--- config.mk ---
export PLATFORM = sky130hd
export DESIGN_NAME = i2c_slave_seq
export DESIGN_NICKNAME = d
export VERILOG_FILES = /design/src/rtl/i2c_slave_seq.sv
export SDC_FILE = /design/constraint.sdc
export NUM_CORES = 1
export LEC_CHECK = 0
export BUFFER_PORTS_ARGS = -buffer_cell sky130_fd_sc_hd__clkbuf_2
export CAP_MARGIN = 20
export CORE_UTILIZATION = 30
export CTS_CLUSTER_DIAMETER = 100
export DETAILED_ROUTE_END_ITERATION = 8
export GPL_TIMING_DRIVEN = 0
export PLACE_DENSITY_LB_ADDON = 0.12
export SLEW_MARGIN = 10
export SYNTH_ARGS = -nofsm -noshare
export SYNTH_HDL_FRONTEND = slang
export SYNTH_SLANG_ARGS = --single-unit
--- constraint.sdc ---
create_clock -name clk -period 4.9 [get_ports clk]
set_input_delay 0.245 -clock clk [delete_from_list [all_inputs] [get_ports clk]]
set_output_delay 0.245 -clock clk [all_outputs]
set_load 0.1 [all_outputs]
--- src/rtl/i2c_slave_seq.sv ---
// I2C slave fronting a byte-wide register file with a 16-bit auto-incrementing pointer.
// Write: DEVID, ADDR_MSB, ADDR_LSB, data...; read streams from the current pointer with a one-byte prefetch.
`timescale 1ns/1ps
module i2c_slave_seq #(
  parameter logic [6:0] DEV_ID = 7'h50
) (
  input  logic        clk,
  input  logic        reset,
  input  logic        scl_i,
  input  logic        sda_i,
  output logic        sda_oe,
  output logic [15:0] mem_addr,
  output logic [7:0]  mem_wdata,
  output logic        mem_we,
  output logic        mem_re,
  input  logic [7:0]  mem_rdata,
  output logic        busy
);

  typedef enum logic [3:0] {
    IDLE, DEVID, ACK_DEV, ADDR_MSB, ACK_MSB, ADDR_LSB, ACK_LSB,
    WR_DATA, ACK_WR, RD_DATA, RD_ACK, WAIT_STOP
  } state_t;

  state_t      state;
  logic [1:0]  scl_sync, sda_sync;
  logic        scl_q, sda_q;
  logic [2:0]  bit_cnt;
  logic [6:0]  rx_sr;
  logic [7:0]  tx_reg;
  logic        rw_bit;
  logic        re_q;

  logic       scl_s, sda_s;
  logic       scl_rise, scl_fall, start_det, stop_det;
  logic [7:0] rx_byte;

  assign scl_s     = scl_sync[1];
  assign sda_s     = sda_sync[1];
  assign scl_rise  = scl_s & ~scl_q;
  assign scl_fall  = ~scl_s & scl_q;
  assign start_det = scl_s & scl_q & sda_q & ~sda_s;
  assign stop_det  = scl_s & scl_q & ~sda_q & sda_s;
  assign rx_byte   = {rx_sr, sda_s};

  // NOTE: every register here uses <= so all updates see the pre-edge values
  // of their neighbours; a blocking '=' would make results depend on statement order.
  always_ff @(posedge clk) begin
    if (reset) begin
      state     <= IDLE;
      scl_sync  <= 2'b11;
      sda_sync  <= 2'b11;
      scl_q     <= 1'b1;
      sda_q     <= 1'b1;
      sda_oe    <= 1'b0;
      mem_addr  <= '0;
      mem_wdata <= '0;
      mem_we    <= 1'b0;
      mem_re    <= 1'b0;
      busy      <= 1'b0;
      bit_cnt   <= '0;
      rx_sr     <= '0;
      tx_reg    <= '0;
      rw_bit    <= 1'b0;
      re_q      <= 1'b0;
    end else begin
      scl_sync <= {scl_sync[0], scl_i};
      sda_sync <= {sda_sync[0], sda_i};
      scl_q    <= scl_s;
      sda_q    <= sda_s;
      mem_we   <= 1'b0;
      mem_re   <= 1'b0;
      re_q     <= mem_re;
      if (scl_rise) rx_sr <= rx_byte[6:0];
      // Read data lands one clk after the strobe; the pointer moves past it.
      if (re_q) tx_reg <= mem_rdata;
      if (re_q || mem_we) mem_addr <= mem_addr + 16'd1;

      if (start_det) begin
        state   <= DEVID;
        bit_cnt <= '0;
        sda_oe  <= 1'b0;
        busy    <= 1'b1;
      end else if (stop_det) begin
        state   <= IDLE;
        bit_cnt <= '0;
        sda_oe  <= 1'b0;
        busy    <= 1'b0;
      end else begin
        unique case (state)
          DEVID: if (scl_rise) begin
            bit_cnt <= bit_cnt + 3'd1;
            if (bit_cnt == 3'd7) begin
              if (rx_byte[7:1] == DEV_ID) begin
                state  <= ACK_DEV;
                rw_bit <= rx_byte[0];
                mem_re <= rx_byte[0];
              end else begin
                state <= WAIT_STOP;
              end
            end
          end
          ADDR_MSB: if (scl_rise) begin
            bit_cnt <= bit_cnt + 3'd1;
            if (bit_cnt == 3'd7) begin
              mem_addr[15:8] <= rx_byte;
              state          <= ACK_MSB;
            end
          end
          ADDR_LSB: if (scl_rise) begin
            bit_cnt <= bit_cnt + 3'd1;
            if (bit_cnt == 3'd7) begin
              mem_addr[7:0] <= rx_byte;
              state         <= ACK_LSB;
            end
          end
          WR_DATA: if (scl_rise) begin
            bit_cnt <= bit_cnt + 3'd1;
            if (bit_cnt == 3'd7) begin
              mem_wdata <= rx_byte;
              mem_we    <= 1'b1;
              state     <= ACK_WR;
            end
          end
          // First fall pulls SDA for the ACK slot, second fall ends it.
          ACK_DEV, ACK_MSB, ACK_LSB, ACK_WR: if (scl_fall) begin
            if (!sda_oe) begin
              sda_oe <= 1'b1;
            end else if (state == ACK_DEV && rw_bit) begin
              sda_oe <= ~tx_reg[7];
              state  <= RD_DATA;
            end else begin
              sda_oe <= 1'b0;
              if (state == ACK_DEV)      state <= ADDR_MSB;
              else if (state == ACK_MSB) state <= ADDR_LSB;
              else                       state <= WR_DATA;
            end
          end
          RD_DATA: begin
            if (scl_fall) begin
              sda_oe <= ~tx_reg[~bit_cnt];
            end else if (scl_rise) begin
              bit_cnt <= bit_cnt + 3'd1;
              if (bit_cnt == 3'd7) state <= RD_ACK;
            end
          end
          RD_ACK: begin
            if (scl_fall) begin
              sda_oe <= 1'b0;
            end else if (scl_rise) begin
              if (!sda_s) begin
                mem_re <= 1'b1;
                state  <= RD_DATA;
              end else begin
                state <= WAIT_STOP;
              end
            end
          end
          IDLE, WAIT_STOP: ;
          default: state <= IDLE;
        endcase
      end
    end
  end

endmodule
# Word level (Yosys, flattened, before mapping)

Index checks and enable logic that the tools add are counted.

Bits in registers: 58
Input port bits: 12
Output and inout port bits: 28

Add/subtract/negate cells: 2
$lt $le $gt $ge: 1
Equal/unequal tests: 46
Mux-type cells: 53
Bitwise logic cells: 19
Reductions and logical operators: 17

Operators by type and width:

| operator              | count |
|---|---|
| $mux 4                | 17 |
| $ne 4x4->1 const B    | 15 |
| $mux 16               | 3 |
| $mux 8                | 6 |
| $ne 2x2->1 const B    | 17 |
| $pmux 4 s8            | 1 |
| $reduce_and 16->1     | 2 |
| $mux 1                | 17 |
| $add 16x1->16 const B | 1 |
| $eq 4x3->1 const B    | 4 |
| $eq 4x4->1 const B    | 4 |
| $not 1->1             | 11 |
| $mux 3                | 3 |
| $eq 4x2->1 const B    | 2 |
| $reduce_or 4->1       | 2 |
| $and 1x1->1           | 7 |
| $eq 7x7->1 const B    | 1 |
| $pmux 3 s2            | 1 |
| $reduce_and 6->1      | 1 |
| $reduce_and 5->1      | 1 |
| $reduce_or 5->1       | 1 |
| $eq 4x1->1 const B    | 1 |
| $logic_not 4->1       | 1 |
| $lt 3x4->1 const B    | 1 |
| other kinds (16)      | 18 |

# Longest topological paths before layout

Gate-level depths: netlist of the first run.

Word-level depth: 9
Depth in mapped cells: 9

# Least setup slack after synthesis of the first run

Ideal clock, no wire load.

Path type: reg2reg
Start point: reg mem_addr[0]
End point: reg mem_addr[10]
Data arrival time: 2.185 ns
Required time: 4.814 ns
Setup slack: 2.629 ns
Cell stages (with the launch flop): 7
Buffers on the path: 0
Path through: dfxtp_1 -> ha_1 -> o211a_1 -> and3_1 -> nand3_1 -> xor2_1 -> a211oi_1

Word-level cells in the longest chain between the ends: 7

RTL lines:

| element                | RTL line | source |
|---|---|---|
| start, declared        | 12       | `output logic [15:0] mem_addr,` |
| start signal, assigned | 77       | `if (re_q \|\| mem_we) mem_addr <= mem_addr + 16'd1;` |
| start signal, assigned | 113      | `mem_addr[7:0] <= rx_byte;` |
| $add 16x1->16 (*)      | 77       |  |
| $mux 16 (*)            | 77       |  |
| $mux 8                 | 105      | `if (bit_cnt == 3'd7) begin` |
| $mux 8                 | 103      | `ADDR_MSB: if (scl_rise) begin` |
| $mux 8                 | 90       | `unique case (state)` |
| $mux 16                | 84       | `end else if (stop_det) begin` |
| $mux 16 (*)            | 79       | `if (start_det) begin` |

Every way passes the cells marked *; elsewhere a longest branch is shown, timed or not.
A chain may end at the register's enable or synchronous reset.

# Worst setup path in the final report of the first run

Start point: reg bit_cnt[0]
End point: reg mem_wdata[6]

Word-level cells in the longest chain between the ends: 2

RTL lines:

| element                    | RTL line | source |
|---|---|---|
| start, declared            | 28       | `logic [2:0] bit_cnt;` |
| start signal, assigned     | 92       | `bit_cnt <= bit_cnt + 3'd1;` |
| start signal, assigned     | 104      | `bit_cnt <= bit_cnt + 3'd1;` |
| start signal, assigned     | 111      | `bit_cnt <= bit_cnt + 3'd1;` |
| $eq 3x3->1                 | 119      | `if (bit_cnt == 3'd7) begin` |
| $reduce_and 5->1 (no line) | n/a      |  |
| end signal, assigned       | 120      | `mem_wdata <= rx_byte;` |
| end, declared              | 13       | `output logic [7:0] mem_wdata,` |

Every way passes these cells.

==> results of run 1 <==
final timing paths:
| path | cells past startpoint | to | slack [ns] | from |
|---|---|---|---|---|
| setup / recovery | 9 | mem_wdata[6] | 2.95 | bit_cnt[0] |
| hold / removal | 2 | scl_sync[0] | 0.09 | scl_i |
| setup reg to reg | 9 | mem_wdata[6] | 2.95 | bit_cnt[0] |
| hold reg to reg | 1 | scl_sync[1] | 0.41 | scl_sync[0] |
report_power, final:
part           total (W)  internal, W  leakage, nW  switching (W)
logic          0.0000333    0.0000107        0.920      0.0000226
registers       0.000476     0.000474        0.468     0.00000229
clock network   0.000508     0.000314        0.117       0.000194
total            0.00102     0.000799         1.50       0.000219
stage by stage:
step | cells | hold slack (ns) | setup WS, ns | total power, W | utilization
after floorplan | 309 | 0.349 | 2.63 | 0.000508 | -
after global placement | 458 | 0.391 | 2.97 | 0.000521 | 0.345
after detailed placement | 458 | 0.396 | 2.95 | 0.000521 | 0.345
after CTS | 474 | 0.0739 | 2.94 | 0.00103 | 0.370
after global routing | 474 | 0.0870 | 2.82 | 0.00106 | 0.370
final | 474 | 0.0920 | 2.95 | 0.00102 | 0.370
cells in the final DEF (no fill, tap or decap), drive strengths merged, types with 5 or more instances in the layout:
cell    count
buf        11
nand2      31
a21oi      16
clkbuf     60
mux2i      23
nand3       7
nor2       44
dfxtp      58
o21ai      12
inv         5
a211oi     14
nor2b       5
or2         7
xor2       13
and3        5
Yosys cell counts (2+ instances only):
master	count	area, sq um
and4_1	2	17.5
mux4_2	2	45.0
a21oi_1	16	80.1
nor3_1	3	15.0
ha_1	3	37.5
and3_1	5	31.3
mux2i_1	23	230
a211oi_1	8	60.1
dfxtp_1	58	1160
or2_2	7	43.8
nor4b_1	2	17.5
and2b_1	2	15.0
inv_1	5	18.8
nand3_1	6	30.0
o22a_1	2	17.5
nand4b_1	3	26.3
a211oi_2	6	75.1
nor2_2	4	25.0
nand2_1	30	113
buf_6	4	45.0
xnor2_1	4	35.0
nor2_1	40	150
a21o_1	2	15.0
o21ai_0	11	55.1
nor2b_1	5	31.3
nand4_1	4	25.0
buf_2	5	25.0
xor2_1	13	114
clkbuf_1	10	37.5
metal layers:
layer,routed length [microns],GRT usage,share of wire,vias up
li1,-,-,-,1181
met1,3740,0.222,0.52,1097
met2,3170,0.231,0.44,46
met3,262,0.0457,0.036,4
met4,51,0.0475,0.0071,0
met5,0,0,0,-
critical path, delay by kind of cell, from the launching register on:
family | cells | cell delay [ns]
fa+ha+maj | 2 | 0.42
buf+inv | 2 | 0.31
flops | 1 | 0.36
mux | 1 | 0.22
simple gates | 4 | 0.51
final cells by class:
class | count | area [sq um]
inverter | 5 | 18.8
sequential | 58 | 1160
clock inverter | 4 | 73.8
multi-input combinational | 225 | 1530
clock buffer | 12 | 155
buffer | 21 | 135
timing repair buffer | 38 | 190
fill | 972 | 5790
tap | 111 | 139
cell families after synthesis:
logic type,count (synthesis),synth area share
xor gates and xnor gates,17,0.0523
AOI/OAI and AO/OA,57,0.145
buffers and inverters,26,0.0541
DFF,58,0.408
and+or+nand+nor,123,0.231
adders and majority gates,3,0.0132
muxes,25,0.0967
==> flow_summary.yaml, run 1 <==
routing:
  wl_per_cell_microns: 15.2
  drt-initial-drc-count: 86
  drc: 0
  ant_nets: 0
  first_pass_iters: 4
  routed_wl_microns: 7220
  via_per_inst: 4.91
  dr_total_vias: 2328
placement:
  post_dp_cell_area_sq_mm: 0.00318
  dpl.hpwl_microns: 5060
  place_congestion: 0.786
  port_buffers: 38
global_route:
  grt_max_degree: 11
  grt_pass1_wl_microns: 11900
  grt_use_total: 0.157
  grt-ovfl-total: 0
  grt_pass1_vias: 2266
  antenna_found_initial: 0
min_path:
  hold_class: "primary input to flip-flop"
floorplan:
  die_area_sq_mm: 0.00988
  core_area_sq_mm: 0.00920
  initial_core_util: 0.310
  ios: 40
  fp-row-count: 35
  die_w_microns: 99.4
  die_y_microns: 99.4
synthesis:
  ys.flop_type: "dfxtp_1"
  async_reset_ff_frac: 0
  ys_seq_area_frac: 0.408
  syn-num-nets: 324
  yosys_register_bits: 58
  synth_cell_types: 53
  syn_inst: 309
  syn_area_per_cell_sq_um: 9.21
  synth_edf_count: 0
  syn_area_sq_mm: 0.00285
  ys_warn_count: 0
setup_path:
  cp_data_required_time_ns: 5.11
  cp-end-kind: "flip-flop"
  start_kind: "flip-flop"
  critPathSlowestCell: "dfxtp_1"
  crit_type: "flip-flop to flip-flop"
  critPathMaxFanout: 9
  max_stage_delay_ns: 0.36
  crit_chain: "ha_1, ha_1, and4b_1, and2_4, buf_6, nand3_2, buf_6, mux2i_1, nor2_1"
  worstPathArrival_ns: 2.16
final_layout:
  drive_gt1_frac: 0.245
  design_area_sq_mm: 0.00340
  final_nets: 373
  syn2layout_area_growth_pct: 19.6
  antenna_cells: 0
  largest_reg_flops: 16
power:
  p_leak_nw: 1.50
  p_per_area_mw_per_mm2: 299
  vdd_drop_max_mv: 0.179
timing:
  final.period_utilization: 0.397
  max_freq_mhz: 513
  min_period_ns: 1.95
  relSlewSlack: 0.555
  worstMarginPinSlew_ns: 0.667
  hold_viol: 0
  rsz0062_at_grt: "no"
  finalSetupViolations: 0
  slew_violations: 0
  clock-skew-final_ns: 0.0100
  fin_setup_tns_ns: 0
cts:
  clockBufferDepth: 2
  cts_tree: "built"
  post_cts.repair.setup_buffers: 0
  htree_levels: 3
  cts.sinks: 58
  hold_buffers: 0
  clk_latency_ns: 0.34
  postCtsResizedCells: 0
  clk_pin_slew_ns: 0.07
  cts_buffers: 9
  root_buffer: "clkbuf_8"
flow_run:
  drv_cap: 0
run_status:
  outcome: "finished, final reports clean"
Power figures use the tool's default switching activity.
==> run 2: changes to the inputs <==
- clock period: 4.9 -> 1.8 ns (I/O delays scaled with it)
==> run 2 against run 1 <==
Power increased to 2.6 times the previous value. Die area is the same. Final area grew 6.1%. Clock skew is 0.00083 ns higher. Critical path depth fell by 2. Register-to-register slack worse by 2.9 ns. Largest power group is now registers. Flip-flop and latch count unchanged. Maximum frequency grew 11%. Clock power up 150%. Cell count is 3.0% higher. The run now ends with DRC left. Non-clock buffer count increased by 14. Combinational power grew to 3.2 times the previous value.
==> flow_summary.yaml, run 2 (synthesis gave the netlist of run 1 again) <==
timing:
  relSlewSlack: 0.577
  worstMarginPinSlew_ns: 0.634
  max_freq_mhz: 569
  clock-skew-final_ns: 0.0108
  finalSetupViolations: 0
  min_period_ns: 1.76
  fin_ws_ns: 0.0413
  hold_viol: 0
  final.period_utilization: 0.977
  rsz0062_at_grt: "yes"
  slew_violations: 0
routing:
  wl_met3_microns: 249
  top_layer_used: "met4"
  ant_nets: 0
  drc: 2
  wl_met2_microns: 3300
  met1_length_microns: 3670
  wl_per_cell_microns: 14.9
  dr_total_vias: 2384
  first_pass_iters: 6
  via_per_inst: 4.89
  routed_wl_microns: 7300
  drt-initial-drc-count: 116
min_path:
  hold_class: "primary input to flip-flop"
placement:
  post_dp_cell_area_sq_mm: 0.00320
  place_inst: 458
  dpl.hpwl_microns: 5020
  place_ws_ns: -0.116
  port_buffers: 38
  place_congestion: 0.810
setup_path:
  max_stage_delay_ns: 0.35
  critPathMaxFanout: 6
  path_delay_family: "compound AO/OA/AOI/OAI gates"
  critPathSlowestCell: "dfxtp_4"
  start_kind: "flip-flop"
  cp_common_cell: "ha_4"
  crit_type: "flip-flop to flip-flop"
  cp_data_required_time_ns: 2.02
  timing.critical_path.buf_inv: 0
  cp-end-kind: "flip-flop"
  crit_chain: "ha_4, ha_4, and4b_1, a32oi_1, o311a_1, a21oi_1, o221a_2"
  worstPathArrival_ns: 1.98
cts:
  clk_latency_ns: 0.34
  root_buffer: "clkbuf_8"
  cts.sinks: 58
  htree_levels: 3
  clockBufferDepth: 2
  clk_pin_slew_ns: 0.07
  cts_tree: "built"
  cts_buffers: 9
flow_run:
  drv_cap: 0
global_route:
  antenna_found_initial: 0
  grt_use_total: 0.159
  grt_max_degree: 11
  grt_pass1_vias: 2278
  grt_pass1_wl_microns: 12100
  grt-ovfl-total: 0
final_layout:
  multi_input_area_sq_mm: 0.00157
  antenna_cells: 0
  syn2layout_area_growth_pct: 26.9
  n_fill_cell: 981
  layout.cells.non_filler: 488
  final_nets: 387
  layout_common_cells: "42 x dfxtp_1, 39 x nor2_1, 38 x clkbuf_2"
  layout_commonest_cell: "dfxtp_1"
  drive_gt1_frac: 0.297
  largest_reg_flops: 16
  ff_latch_area_sq_mm: 0.00120
  design_area_sq_mm: 0.00361
power:
  p_per_area_mw_per_mm2: 731
  p_leak_nw: 1.57
  vdd_drop_max_mv: 0.321
floorplan:
  core_area_sq_mm: 0.00920
  die_w_microns: 99.4
  initial_core_util: 0.310
  die_y_microns: 99.4
  fp-row-count: 35
  die_area_sq_mm: 0.00988
  ios: 40
run_status:
  outcome: "finished, violations left"
  violations: "DRC"
[run 2: cell types whose count changed in the layout (fill, tap and decap cells not counted), sizes merged]
cell / before / now
dlygate4sd3: 0 / 10
bufinv: 2 / 1
clkinvlp: 0 / 2
clkinv: 2 / 1
buf: 11 / 15
[run 2: area by class of cell]
| class | count | area share |
|---|---|---|
| clock inverter | 4 | 0.0139 |
| multi-input combinational | 225 | 0.434 |
| clock buffer | 12 | 0.0429 |
| tap | 111 | 0.0384 |
| inverter | 5 | 0.00519 |
| buffer | 20 | 0.0353 |
| sequential | 58 | 0.331 |
| timing repair buffer | 53 | 0.0997 |
[run 2: final timing paths]
kind	startpoint	endpoint	slack, ns	depth (start not counted)
max	bit_cnt[1]	state[3]	0.04	7
min	reset	state[0]	0.20	4
max reg2reg	bit_cnt[1]	state[3]	0.04	7
min reg2reg	sda_sync[0]	sda_sync[1]	0.41	1
[run 2: power by group]
group | internal, W | switching, W
Sequential | 0.00128 | 0.00000629
Clock | 0.000713 | 0.000535
Combinational | 0.0000432 | 0.0000638
Total | 0.00204 | 0.000605
[run 2: worst register-to-register path, delay by kind of cell (launching register included)]
kind                       cells  cell delay, ns
AOI/OAI and AO/OA              4            0.81
adders and majority gates      2            0.31
and+or+nand+nor                1            0.18
DFF                            1            0.35
[run 2: through the flow]
stage	hold slack, ns	total power, W	setup TNS (ns)	util
floorplan	0.194	0.00138	0	-
global placement	0.273	0.00141	-1.82	0.348
detailed placement	0.274	0.00141	-1.66	0.348
CTS	0.196	0.00269	0	0.387
global route	0.268	0.00275	-0.0112	0.393
finish	0.204	0.00264	0	0.393
[run 2: per-layer routing]
metal	up-vias	GRT usage
met4	0	0.0543
met5	-	0
met1	1117	0.221
li1	1220	-
met3	8	0.0379
met2	39	0.243
[run 2: what timing repair did]
action                     CTS  global route
hold endpoints to repair    10             0
gates resized for setup      8             4
cloned                       1             0
setup endpoints to repair   25            19
hold buffers                10             0
buffers inserted             2             2
pin swaps                    1             2
==> run 3: changes to the inputs <==
- GPL_ROUTABILITY_DRIVEN: not set -> 0
- PLACE_DENSITY_LB_ADDON: 0.12 -> not set
- SETUP_SLACK_MARGIN: not set -> 0.1
==> run 3 against run 2 <==
The flow now finishes without violations. Die area unchanged. Clock power down 19%. Clock skew about the same. Global-route usage down 1.3 points. Largest power group unchanged. Sequential power about the same. Sequential share of layout area grew 0.28 points. Critical path type unchanged. Critical endpoint is now mem_addr[0]. Power fell by 9.6%. Maximum frequency down 0.49%.
==> flow_summary.yaml, run 3 (synthesis gave the netlist of run 1 again) <==
power:
  p_per_area_mw_per_mm2: 659
  p_leak_nw: 1.59
  vdd_drop_max_mv: 0.303
  power_w: 0.00239
setup_path:
  crit_chain: "ha_4, ha_4, and4b_1, and2_4, buf_6, nand3b_4, buf_6, mux2i_1, nor2_1"
  timing.critical_path.buf_inv: 2
  startpoint: "bit_cnt[0]"
  worstRegToRegCells: 9
  r2r_start: "bit_cnt[0]"
  reg2reg_to: "mem_addr[0]"
  start_kind: "flip-flop"
  critPathMaxFanout: 4
  regToRegSetupSlack_ns: 0.03
  crit_type: "flip-flop to flip-flop"
  cp_data_required_time_ns: 2.01
  path_delay_family: "simple AND/OR/NAND/NOR gates"
  critPathSlowestCell: "dfxtp_4"
  max_stage_delay_ns: 0.35
  worstPathArrival_ns: 1.98
  cp-end-kind: "flip-flop"
final_layout:
  n_fill_cell: 933
  layout_common_cells: "40 x clkbuf_2, 40 x dfxtp_1, 38 x nor2_1"
  final_nets: 387
  antenna_cells: 0
  fin_util: 0.395
  drive_gt1_frac: 0.324
  syn2layout_area_growth_pct: 27.5
  layout.cells.non_filler: 488
  largest_reg_flops: 16
routing:
  via_per_inst: 4.94
  drc: 0
  routed_wl_microns: 6860
  drt-initial-drc-count: 107
  ant_nets: 0
  dr_total_vias: 2413
  first_pass_iters: 6
  wl_per_cell_microns: 14.1
cts:
  root_buffer: "clkbuf_8"
  cts_tree: "built"
  clk_pin_slew_ns: 0.06
  clockBufferDepth: 2
  htree_levels: 3
  cts.sinks: 58
  clk_latency_ns: 0.34
  cts_buffers: 9
global_route:
  grt_max_degree: 11
  grt_pass1_wl_microns: 11200
  grt_use_total: 0.146
  grt-ovfl-total: 0
  antenna_found_initial: 0
  grt_pass1_vias: 2256
timing:
  min_period_ns: 1.77
  final.period_utilization: 0.982
  slew_violations: 0
  relSlewSlack: 0.613
  rsz0062_at_grt: "yes"
  fin_ws_ns: 0.0326
  hold_viol: 0
  fin_setup_tns_ns: 0
  worstMarginPinSlew_ns: 0.580
  max_freq_mhz: 566
  finalSetupViolations: 0
  clock-skew-final_ns: 0.0104
floorplan:
  die_w_microns: 99.4
  core_area_sq_mm: 0.00920
  die_y_microns: 99.4
  die_area_sq_mm: 0.00988
  initial_core_util: 0.310
  ios: 40
  fp-row-count: 35
min_path:
  hold_end: "tx_reg[6]"
  hold_class: "primary input to flip-flop"
  worstHoldStart: "mem_rdata[6]"
  hold-path-cell-count: 3
placement:
  place_inst: 458
  dpl.hpwl_microns: 4670
  place_ws_ns: -0.0636
  port_buffers: 38
flow_run:
  drv_cap: 0
run_status:
  outcome: "finished, final reports clean"
run 3: cell count changes in the layout (fill, tap and decap cells not counted), sizes merged:
cell / before / now
clkinv: 1 / 6
dlygate4sd3: 10 / 7
clkinvlp: 2 / 0
buf: 15 / 16
bufinv: 1 / 0
run 3: worst max-delay path by stage:
stage              endpoint  slack, ns  depth (start not counted)
3_5_place_dp    mem_addr[6]      -0.06                          9
3_3_place_gp    mem_addr[7]      -0.03                          9
4_1_cts         mem_addr[0]       0.03                          9
2_1_floorplan  mem_addr[10]        0.1                          6
6_report        mem_addr[0]       0.03                          9
5_1_grt        mem_wdata[3]      -0.03                          9
run 3: report_power, final:
part | internal (W) | switching (W) | leakage (nW) | total [W]
Sequential | 0.00127 | 0.00000589 | 0.481 | 0.00128
Clock | 0.000488 | 0.000519 | 0.0896 | 0.00101
Combinational | 0.0000392 | 0.0000628 | 1.02 | 0.000102
Total | 0.00180 | 0.000588 | 1.59 | 0.00239
run 3: worst min-delay path: stages:
cell	delay, ns
clkbuf_2	0.08
mux2i_1	0.06
nor2_1	0.08
run 3: stage by stage:
stage	hold slack (ns)	cell area [sq um]
6_report	0.00691	3630
5_1_grt	0.00846	3630
4_1_cts	0.000483	3540
3_5_place_dp	0.276	3220
3_3_place_gp	0.278	3220
2_1_floorplan	0.194	2890
run 3: area by class of cell:
class / instances / area (sq um) / area share
buffer: 21 / 145 / 0.0400
clock buffer: 10 / 128 / 0.0352
clock inverter: 6 / 33.8 / 0.00931
inverter: 5 / 18.8 / 0.00517
multi-input combinational: 225 / 1580 / 0.436
sequential: 58 / 1210 / 0.334
tap: 111 / 139 / 0.0383
timing repair buffer: 52 / 372 / 0.102
run 3: layer usage:
layer / part of all wire / GRT usage / vias to the layer above
li1: - / - / 1213
met1: 0.47 / 0.180 / 1143
met2: 0.47 / 0.244 / 50
met3: 0.043 / 0.0478 / 7
met4: 0.013 / 0.0441 / 0
met5: 0 / 0 / -
run 3: timing repair:
| action | 4_1_cts | 5_1_grt |
|---|---|---|
| pin swaps | 5 | 6 |
| setup buffers | 4 | 0 |
| hold endpoints to repair | 6 | 1 |
| endpoints found under the setup margin | 27 | 25 |
| cloned | 1 | 2 |
| hold buffers | 6 | 1 |
| resized for setup | 10 | 10 |
